===== src/rtl/vm_pkg.sv =====
// Shared constants, widths and FSM state type for the vending-machine receipt path.
package vm_pkg;
   localparam int unsigned COIN_50 = 50;
   localparam int unsigned COIN_20 = 20;
   localparam int unsigned COIN_10 = 10;
   localparam int unsigned COIN_5  = 5;
   localparam int unsigned COIN_1  = 1;

   localparam int unsigned BURST_LEN = 6;
   localparam int unsigned N_ITEM    = 6;
   localparam int unsigned N_COIN    = 5;

   localparam int unsigned CNT_W  = 4;
   localparam int unsigned SELL_W = 6;
   localparam int unsigned BAL_W  = 9;
   localparam int unsigned CHG_W  = 11;
   localparam int unsigned ITEM_W = 3;
   localparam int unsigned BEAT_W = 3;

   localparam logic [BEAT_W-1:0] LAST_BEAT = BEAT_W'(BURST_LEN - 1);
   localparam logic [CNT_W-1:0]  MAX_ITEM  = CNT_W'(N_ITEM);

   typedef enum logic [1:0] {IDLE, CAP, CHK, DRAIN} state_e;
endpackage


===== src/rtl/vm_change_calc.sv =====
// Combinational weighted sum of the five change-coin counts, built from shifts and adds.
module vm_change_calc
   import vm_pkg::*;
(
   input  logic [N_COIN*CNT_W-1:0] coins,
   output logic [CHG_W-1:0]        change
);
   logic [CHG_W-1:0] c50, c20, c10, c5, c1;

   always_comb begin
      c50 = CHG_W'(coins[0*CNT_W +: CNT_W]);
      c20 = CHG_W'(coins[1*CNT_W +: CNT_W]);
      c10 = CHG_W'(coins[2*CNT_W +: CNT_W]);
      c5  = CHG_W'(coins[3*CNT_W +: CNT_W]);
      c1  = CHG_W'(coins[4*CNT_W +: CNT_W]);
      // 50 = 32+16+2, 20 = 16+4, 10 = 8+2, 5 = 4+1
      change = (c50 << 5) + (c50 << 4) + (c50 << 1)
             + (c20 << 4) + (c20 << 2)
             + (c10 << 3) + (c10 << 1)
             + (c5 << 2) + c5
             + c1;
   end
endmodule


===== src/rtl/vm_receipt.sv =====
// Checks and deserialises the 6-beat VM result burst into one receipt presented on valid/ready,
// and keeps a registered copy of the balance display.
module vm_receipt
   import vm_pkg::*;
(
   input  logic                      clk,
   input  logic                      rst_n,
   input  logic                      in_valid,
   input  logic [CNT_W-1:0]          in_consumer,
   input  logic [SELL_W-1:0]         in_sell_num,
   input  logic [BAL_W-1:0]          in_monitor,
   input  logic                      rcpt_ready,
   output logic                      rcpt_valid,
   output logic [ITEM_W-1:0]         rcpt_item,
   output logic [N_COIN*CNT_W-1:0]   rcpt_coins,
   output logic [CHG_W-1:0]          rcpt_change,
   output logic [N_ITEM*SELL_W-1:0]  rcpt_sell,
   output logic                      rcpt_lost,
   output logic [BAL_W-1:0]          bal,
   output logic                      err
);
   state_e                     state_q, state_d;
   logic [BEAT_W-1:0]          cnt_q, cnt_d;
   logic [CNT_W-1:0]           item_q, item_d;
   logic [N_COIN*CNT_W-1:0]    coins_q, coins_d;
   logic [N_ITEM*SELL_W-1:0]   sell_q, sell_d;
   logic [CHG_W-1:0]           change_w;
   logic                       commit;

   logic                       rcpt_valid_q, rcpt_valid_d;
   logic [ITEM_W-1:0]          rcpt_item_q, rcpt_item_d;
   logic [N_COIN*CNT_W-1:0]    rcpt_coins_q, rcpt_coins_d;
   logic [CHG_W-1:0]           rcpt_change_q, rcpt_change_d;
   logic [N_ITEM*SELL_W-1:0]   rcpt_sell_q, rcpt_sell_d;
   logic                       rcpt_lost_q, rcpt_lost_d;
   logic [BAL_W-1:0]           bal_q, bal_d;
   logic                       err_q, err_d;

   vm_change_calc u_change (
      .coins  (coins_q),
      .change (change_w)
   );

   always_comb begin
      state_d = state_q;
      cnt_d   = cnt_q;
      item_d  = item_q;
      coins_d = coins_q;
      sell_d  = sell_q;
      commit  = 1'b0;
      err_d   = 1'b0;
      case (state_q)
         IDLE: begin
            if (in_valid) begin
               item_d              = in_consumer;
               sell_d[SELL_W-1:0]  = in_sell_num;
               cnt_d               = BEAT_W'(1);
               state_d             = CAP;
            end
         end
         CAP: begin
            if (in_valid) begin
               for (int unsigned k = 1; k < BURST_LEN; k++) begin
                  if (cnt_q == BEAT_W'(k)) begin
                     coins_d[(k-1)*CNT_W +: CNT_W] = in_consumer;
                     sell_d[k*SELL_W +: SELL_W]    = in_sell_num;
                  end
               end
               cnt_d = cnt_q + BEAT_W'(1);
               if (cnt_q == LAST_BEAT) state_d = CHK;
            end else begin
               err_d   = 1'b1;
               state_d = IDLE;
            end
         end
         CHK: begin
            if (in_valid) begin
               err_d   = 1'b1;
               state_d = DRAIN;
            end else begin
               commit  = 1'b1;
               err_d   = (item_q > MAX_ITEM);
               state_d = IDLE;
            end
         end
         DRAIN: begin
            if (!in_valid) state_d = IDLE;
         end
         default: state_d = IDLE;
      endcase
   end

   always_comb begin
      rcpt_valid_d  = rcpt_valid_q & ~rcpt_ready;
      rcpt_item_d   = rcpt_item_q;
      rcpt_coins_d  = rcpt_coins_q;
      rcpt_change_d = rcpt_change_q;
      rcpt_sell_d   = rcpt_sell_q;
      rcpt_lost_d   = rcpt_lost_q;
      if (commit) begin
         rcpt_valid_d  = 1'b1;
         rcpt_item_d   = (item_q > MAX_ITEM) ? '0 : item_q[ITEM_W-1:0];
         rcpt_coins_d  = coins_q;
         rcpt_change_d = change_w;
         rcpt_sell_d   = sell_q;
         // Only a receipt that was not taken in this same cycle counts as lost
         rcpt_lost_d   = rcpt_valid_q & ~rcpt_ready;
      end
      bal_d = in_valid ? bal_q : in_monitor;
   end

   always_ff @(posedge clk or negedge rst_n) begin
      if (!rst_n) begin
         state_q       <= IDLE;
         cnt_q         <= '0;
         item_q        <= '0;
         coins_q       <= '0;
         sell_q        <= '0;
         rcpt_valid_q  <= 1'b0;
         rcpt_item_q   <= '0;
         rcpt_coins_q  <= '0;
         rcpt_change_q <= '0;
         rcpt_sell_q   <= '0;
         rcpt_lost_q   <= 1'b0;
         bal_q         <= '0;
         err_q         <= 1'b0;
      end else begin
         state_q       <= state_d;
         cnt_q         <= cnt_d;
         item_q        <= item_d;
         coins_q       <= coins_d;
         sell_q        <= sell_d;
         rcpt_valid_q  <= rcpt_valid_d;
         rcpt_item_q   <= rcpt_item_d;
         rcpt_coins_q  <= rcpt_coins_d;
         rcpt_change_q <= rcpt_change_d;
         rcpt_sell_q   <= rcpt_sell_d;
         rcpt_lost_q   <= rcpt_lost_d;
         bal_q         <= bal_d;
         err_q         <= err_d;
      end
   end

   assign rcpt_valid  = rcpt_valid_q;
   assign rcpt_item   = rcpt_item_q;
   assign rcpt_coins  = rcpt_coins_q;
   assign rcpt_change = rcpt_change_q;
   assign rcpt_sell   = rcpt_sell_q;
   assign rcpt_lost   = rcpt_lost_q;
   assign bal         = bal_q;
   assign err         = err_q;
endmodule


===== config.mk =====
export PLATFORM = sky130hd
export DESIGN_NAME = vm_receipt
export DESIGN_NICKNAME = d
export VERILOG_FILES = /design/src/rtl/vm_pkg.sv /design/src/rtl/vm_change_calc.sv /design/src/rtl/vm_receipt.sv
export SDC_FILE = /design/constraint.sdc
export NUM_CORES = 1
export LEC_CHECK = 0
export CORE_MARGIN = 2
export CORE_UTILIZATION = 50
export CTS_CLUSTER_DIAMETER = 80
export CTS_CLUSTER_SIZE = 24
export DETAILED_ROUTE_END_ITERATION = 7
export GPL_ROUTABILITY_DRIVEN = 1
export HOLD_SLACK_MARGIN = 0.15
export PLACE_DENSITY = 0.75
export SYNTH_ARGS = -nofsm -noshare
export SYNTH_HDL_FRONTEND = slang
export SYNTH_SLANG_ARGS = --single-unit

===== constraint.sdc =====
create_clock -name clk -period 4.6 [get_ports clk]
set_clock_uncertainty 0.05 [all_clocks]
set_input_delay 0.69 -clock clk [delete_from_list [all_inputs] [get_ports clk]]
set_output_delay 0.69 -clock clk [all_outputs]
set_load 0.03 [all_outputs]

==> results of run 1 <==
-- cells in the mapped netlist, types with 4 or more instances --
cell type and instances:
a21oi_1 9, buf_2 15, dfrtp_1 147, fa_1 23, ha_1 34, inv_1 48
mux2_2 69, nand2_1 175, nand3_1 4, o21ai_0 25, xnor2_1 4
-- cell families (layout without fill, tap and decap cells) --
| kind of cell | after synthesis | after routing |
|---|---|---|
| muxes | 71 | 71 |
| adders and majority gates | 57 | 57 |
| xor gates and xnor gates | 7 | 7 |
| AOI/OAI and AO/OA | 43 | 43 |
| and+or+nand+nor | 195 | 195 |
| DFF | 147 | 147 |
| buffers and inverters | 69 | 187 |
-- how the worst max path moves through the flow --
stage	from	endpoint	cells after the start
detailed placement	coins_q[2]$_DFFE_PN0P_	rcpt_change[8]$_DFFE_PN0P_	14
global route	coins_q[2]$_DFFE_PN0P_	rcpt_change[8]$_DFFE_PN0P_	14
global placement	coins_q[0]$_DFFE_PN0P_	rcpt_change[8]$_DFFE_PN0P_	14
CTS	coins_q[2]$_DFFE_PN0P_	rcpt_change[8]$_DFFE_PN0P_	14
finish	coins_q[2]$_DFFE_PN0P_	rcpt_change[10]$_DFFE_PN0P_	14
floorplan	coins_q[0]$_DFFE_PN0P_	rcpt_change[8]$_DFFE_PN0P_	14
-- final cells by class --
class	instances	share of cell area, %
clock buffers	20	5.21
clock inverters	11	1.80
inverters	48	2.10
multi-input cells	373	32.9
flip-flops and latches	147	42.9
well taps	176	2.57
repair buffers	108	12.5
-- metrics by stage --
step                area [sq um]  setup WS (ns)  hold slack [ns]
floorplan                   6790          0.620            0.344
global placement            7970          0.497            0.394
detailed placement          7970          0.385            0.405
CTS                         8570          0.369            0.413
global route                8570         0.0985            0.432
finish                      8570          0.361            0.336
-- critical path: stages (launching register included) --
cell and delay [ns]:
dfrtp_1 0.45, inv_1 0.14, fa_1 0.55, inv_1 0.06
fa_1 0.53, inv_1 0.05, fa_1 0.53, inv_1 0.05
fa_1 0.40, ha_1 0.23, fa_1 0.44, a211oi_1 0.25
o21ai_0 0.13, xor2_1 0.15, o21ai_0 0.13
-- flip-flops by register name (all words and copies together), names as in the netlist --
signal / cells
rcpt_sell: 36
sell_q: 36
coins_q: 20
rcpt_coins: 20
rcpt_change: 11
bal: 9
item_q: 4
cnt_q: 3
rcpt_item: 3
state_q: 2
err: 1
rcpt_lost: 1
rcpt_valid: 1
-- metal layers --
metal | vias up | GRT usage (%) | routed length (um)
met5 | - | 0 | 0
met1 | 2210 | 26.9 | 5990
met4 | 0 | 8.58 | 308
met3 | 25 | 4.10 | 495
li1 | 2110 | - | -
met2 | 101 | 35.9 | 7290
==> impl_metrics.yaml, run 1 <==
floorplanning:
  die_y_um: 121
  ios: 105
  core_sq_um: 13200
  dieArea_sq_um: 14500
  num_rows: 42
  start_util_pct: 51.3
  die_w_um: 121
synth:
  synth_top_family_by_area: "adder cells"
  synth-simple-area-share_pct: 12.1
  synth_edf_count: 0
  synth_fa_ha_area_share_pct: 13.0
  yosysUniqueCellTypes: 30
  synth_area_leaders: "dfrtp_1 54%, mux2_2 11%, nand2_1 9.7%, fa_1 6.8%, ha_1 6.3%"
  synth_seq_cells: 147
  yosysWarnings: 0
  synth_compound_area_share_pct: 3.52
  netlist_area_sq_um: 6790
  synth_seq_area_share_pct: 54.2
  avgSynthCellArea_sq_um: 11.5
  synth_top_area_share_pct: 54.2
  synth_xor_area_share_pct: 0.903
  yosys.area.top_type: "dfrtp_1"
  async_flop_share_pct: 100
  syn_inst: 589
  synth-main-ff-cell: "dfrtp_1"
  syn_nets: 669
  muxShareOfSynthArea_pct: 11.7
clocking:
  cts_resized: 0
  insertion_delay_ns: 0.42
  cts.sinks: 147
  path_clk_slew_ns: 0.06
  clock_path_buffers: 2
  ctsHtreeMaxLevel: 4
  post_cts_buffers: 0
  cts_tree: "done"
  clock-root-buffer: "clkbuf_16"
  cts_buffers: 17
  cts_hold_buf: 0
timing:
  post-route-min-period_ns: 4.24
  fmax_mhz: 236
  max-slew-margin-rel_pct: 33.2
  hold_viol: 0
  period_share_pct: 92.2
  slew_viol_final: 0
  setup_viol_count_final: 0
  worstMarginPinSlew_ns: 1.00
  rsz0062_at_grt: "no"
  finalSetupTns_ns: 0
route:
  wl_um: 14100
  first_pass_iters: 7
  vias_per_cell: 5.04
  wl_per_cell_um: 15.9
  postRouteAntennaNets: 0
  dr_total_vias: 4446
  drc: 0
  drt-initial-drc-count: 306
hold_path:
  hold_class: "in2async"
cells_and_area:
  area_growth_pct: 26.1
  stdcell_count: 883
  mostFrequentLayoutCells: "175 x nand2_1, 147 x dfrtp_1, 103 x clkdlybuf4s50_1"
  multi_input_area_sq_um: 2820
  fill_cells: 1009
  final_core_util_pct: 64.7
  final_common_cell: "nand2_1"
  diodes: 0
  regArea_sq_um: 3680
  final_layout_size_suffix_gt1_share_pct: 16.0
  nets: 775
worst_setup_path:
  rr_endpoint: "rcpt_change[10]$_DFFE_PN0P_"
  cp.arrival_ns: 4.51
  critical_path_class: "reg2reg"
  rrSetupSlack_ns: 0.36
  cp-start-kind: "flip-flop"
  rr_worst_depth: 14
  end_kind: "flip-flop"
  crit_fanout: 6
  required_ns: 4.88
  r2r_start: "coins_q[2]$_DFFE_PN0P_"
place:
  hpwlAfterDp_um: 9940
  port-buffer-count: 104
  place.gp.congestion: 0.872
  post-place-cells: 852
flow_run:
  cap_violations: 0
grt:
  grt_max_degree: 112
  grt_pass1_wl_um: 23800
  antenna_found_initial: 0
  grt_pass1_vias: 4835
  track_usage_pct: 21.2
  overflow: 0
status:
  status: "completed"
Power of run 1 is not shown: default switching activity piles up to over one toggle a cycle in this logic, so the estimate is an artifact.
==> run 2, diff against run 1 <==
--- a/config.mk
+++ b/config.mk
@@ -13,6 +13,7 @@
 export GPL_ROUTABILITY_DRIVEN = 1
 export HOLD_SLACK_MARGIN = 0.15
 export PLACE_DENSITY = 0.75
+export SETUP_SLACK_MARGIN = 0.1
 export SYNTH_ARGS = -nofsm -noshare
 export SYNTH_HDL_FRONTEND = slang
 export SYNTH_SLANG_ARGS = --single-unit
==> run 2 against run 1 <==
Final cell count is the same. Count of clock-buffer cells in the layout stayed put. Via count is essentially flat. Hold slack about the same. Non-clock buffer count stayed put. Global-route usage stayed put. Utilization about the same. Sequential share of layout area about the same. Die area unchanged. Highest routed layer unchanged.
==> impl_metrics.yaml, run 2 (same netlist as run 1, synthesis figures left out) <==
timing:
  rsz0062_at_grt: "no"
  setup_viol_count_final: 0
  period_share_pct: 91.8
  max-slew-margin-rel_pct: 33.2
  worstMarginPinSlew_ns: 1.00
  fmax_mhz: 237
  slew_viol_final: 0
  hold_viol: 0
  finalSetupTns_ns: 0
  post-route-min-period_ns: 4.22
  whs_ns: 0.336
clocking:
  path_clk_slew_ns: 0.06
  ctsHtreeMaxLevel: 4
  cts_resized: 0
  cts_buffers: 17
  cts_tree: "done"
  insertion_delay_ns: 0.42
  cts.sinks: 147
  post_cts_buffers: 0
  clock_path_buffers: 2
  clock-root-buffer: "clkbuf_16"
  cts_hold_buf: 0
floorplanning:
  dieArea_sq_um: 14500
  ios: 105
  num_rows: 42
  start_util_pct: 51.3
  die_y_um: 121
  core_sq_um: 13200
  die_w_um: 121
grt:
  track_usage_pct: 21.2
  grt_pass1_wl_um: 23800
  antenna_found_initial: 0
  grt_pass1_vias: 4835
  overflow: 0
  grt_max_degree: 112
cells_and_area:
  area_growth_pct: 26.2
  multi_input_area_sq_um: 2820
  nets: 775
  final_layout_size_suffix_gt1_share_pct: 16.1
  fill_cells: 1008
  regArea_sq_um: 3680
  mostFrequentLayoutCells: "175 x nand2_1, 146 x dfrtp_1, 103 x clkdlybuf4s50_1"
  diodes: 0
  final_common_cell: "nand2_1"
hold_path:
  hold_class: "in2async"
route:
  drc: 0
  postRouteAntennaNets: 0
  drt-initial-drc-count: 297
  vias_per_cell: 5.04
  wl_um: 14100
  dr_total_vias: 4447
  wl_per_cell_um: 15.9
  first_pass_iters: 7
worst_setup_path:
  cp.arrival_ns: 4.50
  crit_fanout: 6
  required_ns: 4.88
  cp-start-kind: "flip-flop"
  critical_path_class: "reg2reg"
  end_kind: "flip-flop"
place:
  place.gp.congestion: 0.872
  hpwlAfterDp_um: 9940
  port-buffer-count: 104
status:
  status: "completed"
flow_run:
  cap_violations: 0
==> run 2: cell counts in the layout (fill, tap and decap cells not counted) <==
Identical to the previous run, type by type.
==> run 2: final timing paths <==
| kind | start | end | slack, ns | cells past startpoint |
|---|---|---|---|---|
| min reg2reg | sell_q[17]$_DFFE_PN0P_ | rcpt_sell[17]$_DFFE_PN0P_ | 0.42 | 2 |
| max reg2reg | coins_q[3]$_DFFE_PN0P_ | rcpt_change[10]$_DFFE_PN0P_ | 0.38 | 14 |
| max in group asynchronous | rst_n | rcpt_sell[10]$_DFFE_PN0P_ | 3.10 | 2 |
| max | coins_q[3]$_DFFE_PN0P_ | rcpt_change[10]$_DFFE_PN0P_ | 0.38 | 14 |
| min in group clk | sell_q[17]$_DFFE_PN0P_ | rcpt_sell[17]$_DFFE_PN0P_ | 0.42 | 2 |
| min | rst_n | rcpt_sell[25]$_DFFE_PN0P_ | 0.34 | 1 |
==> run 2: through the flow <==
stage / setup WS [ns] / cell area (sq um) / util, % / std cells
after floorplan: 0.620 / 6790 / - / 589
after global placement: 0.497 / 7970 / 60.2 / 852
after detailed placement: 0.385 / 7970 / 60.2 / 852
after CTS: 0.369 / 8570 / 64.7 / 883
after global routing: 0.165 / 8570 / 64.7 / 883
final: 0.376 / 8570 / 64.7 / 883
==> run 2: critical path: stages (launching register included) <==
cell	delay, ns
dfrtp_1	0.46
inv_1	0.11
fa_1	0.50
inv_1	0.05
fa_1	0.53
inv_1	0.05
fa_1	0.49
fa_1	0.52
inv_1	0.04
ha_1	0.22
fa_1	0.44
a211oi_1	0.25
o21ai_0	0.13
xor2_1	0.15
o21ai_0	0.13
==> run 2: final cells by class <==
cell class,count,share of cell area (%)
sequential,147,42.9
multi-input combinational,373,32.9
timing repair buffer,108,12.5
clock buffer,20,5.21
tap,176,2.57
inverter,48,2.10
clock inverter,11,1.80
==> run 2: per-layer routing <==
metal | global-route usage [%] | up-vias | wire [um]
met1 | 26.9 | 2211 | 5980
met2 | 35.9 | 101 | 7290
met3 | 4.10 | 25 | 495
met4 | 8.58 | 0 | 308
met5 | 0 | - | 0
li1 | - | 2110 | -
Power of run 2 is left out for the same reason.
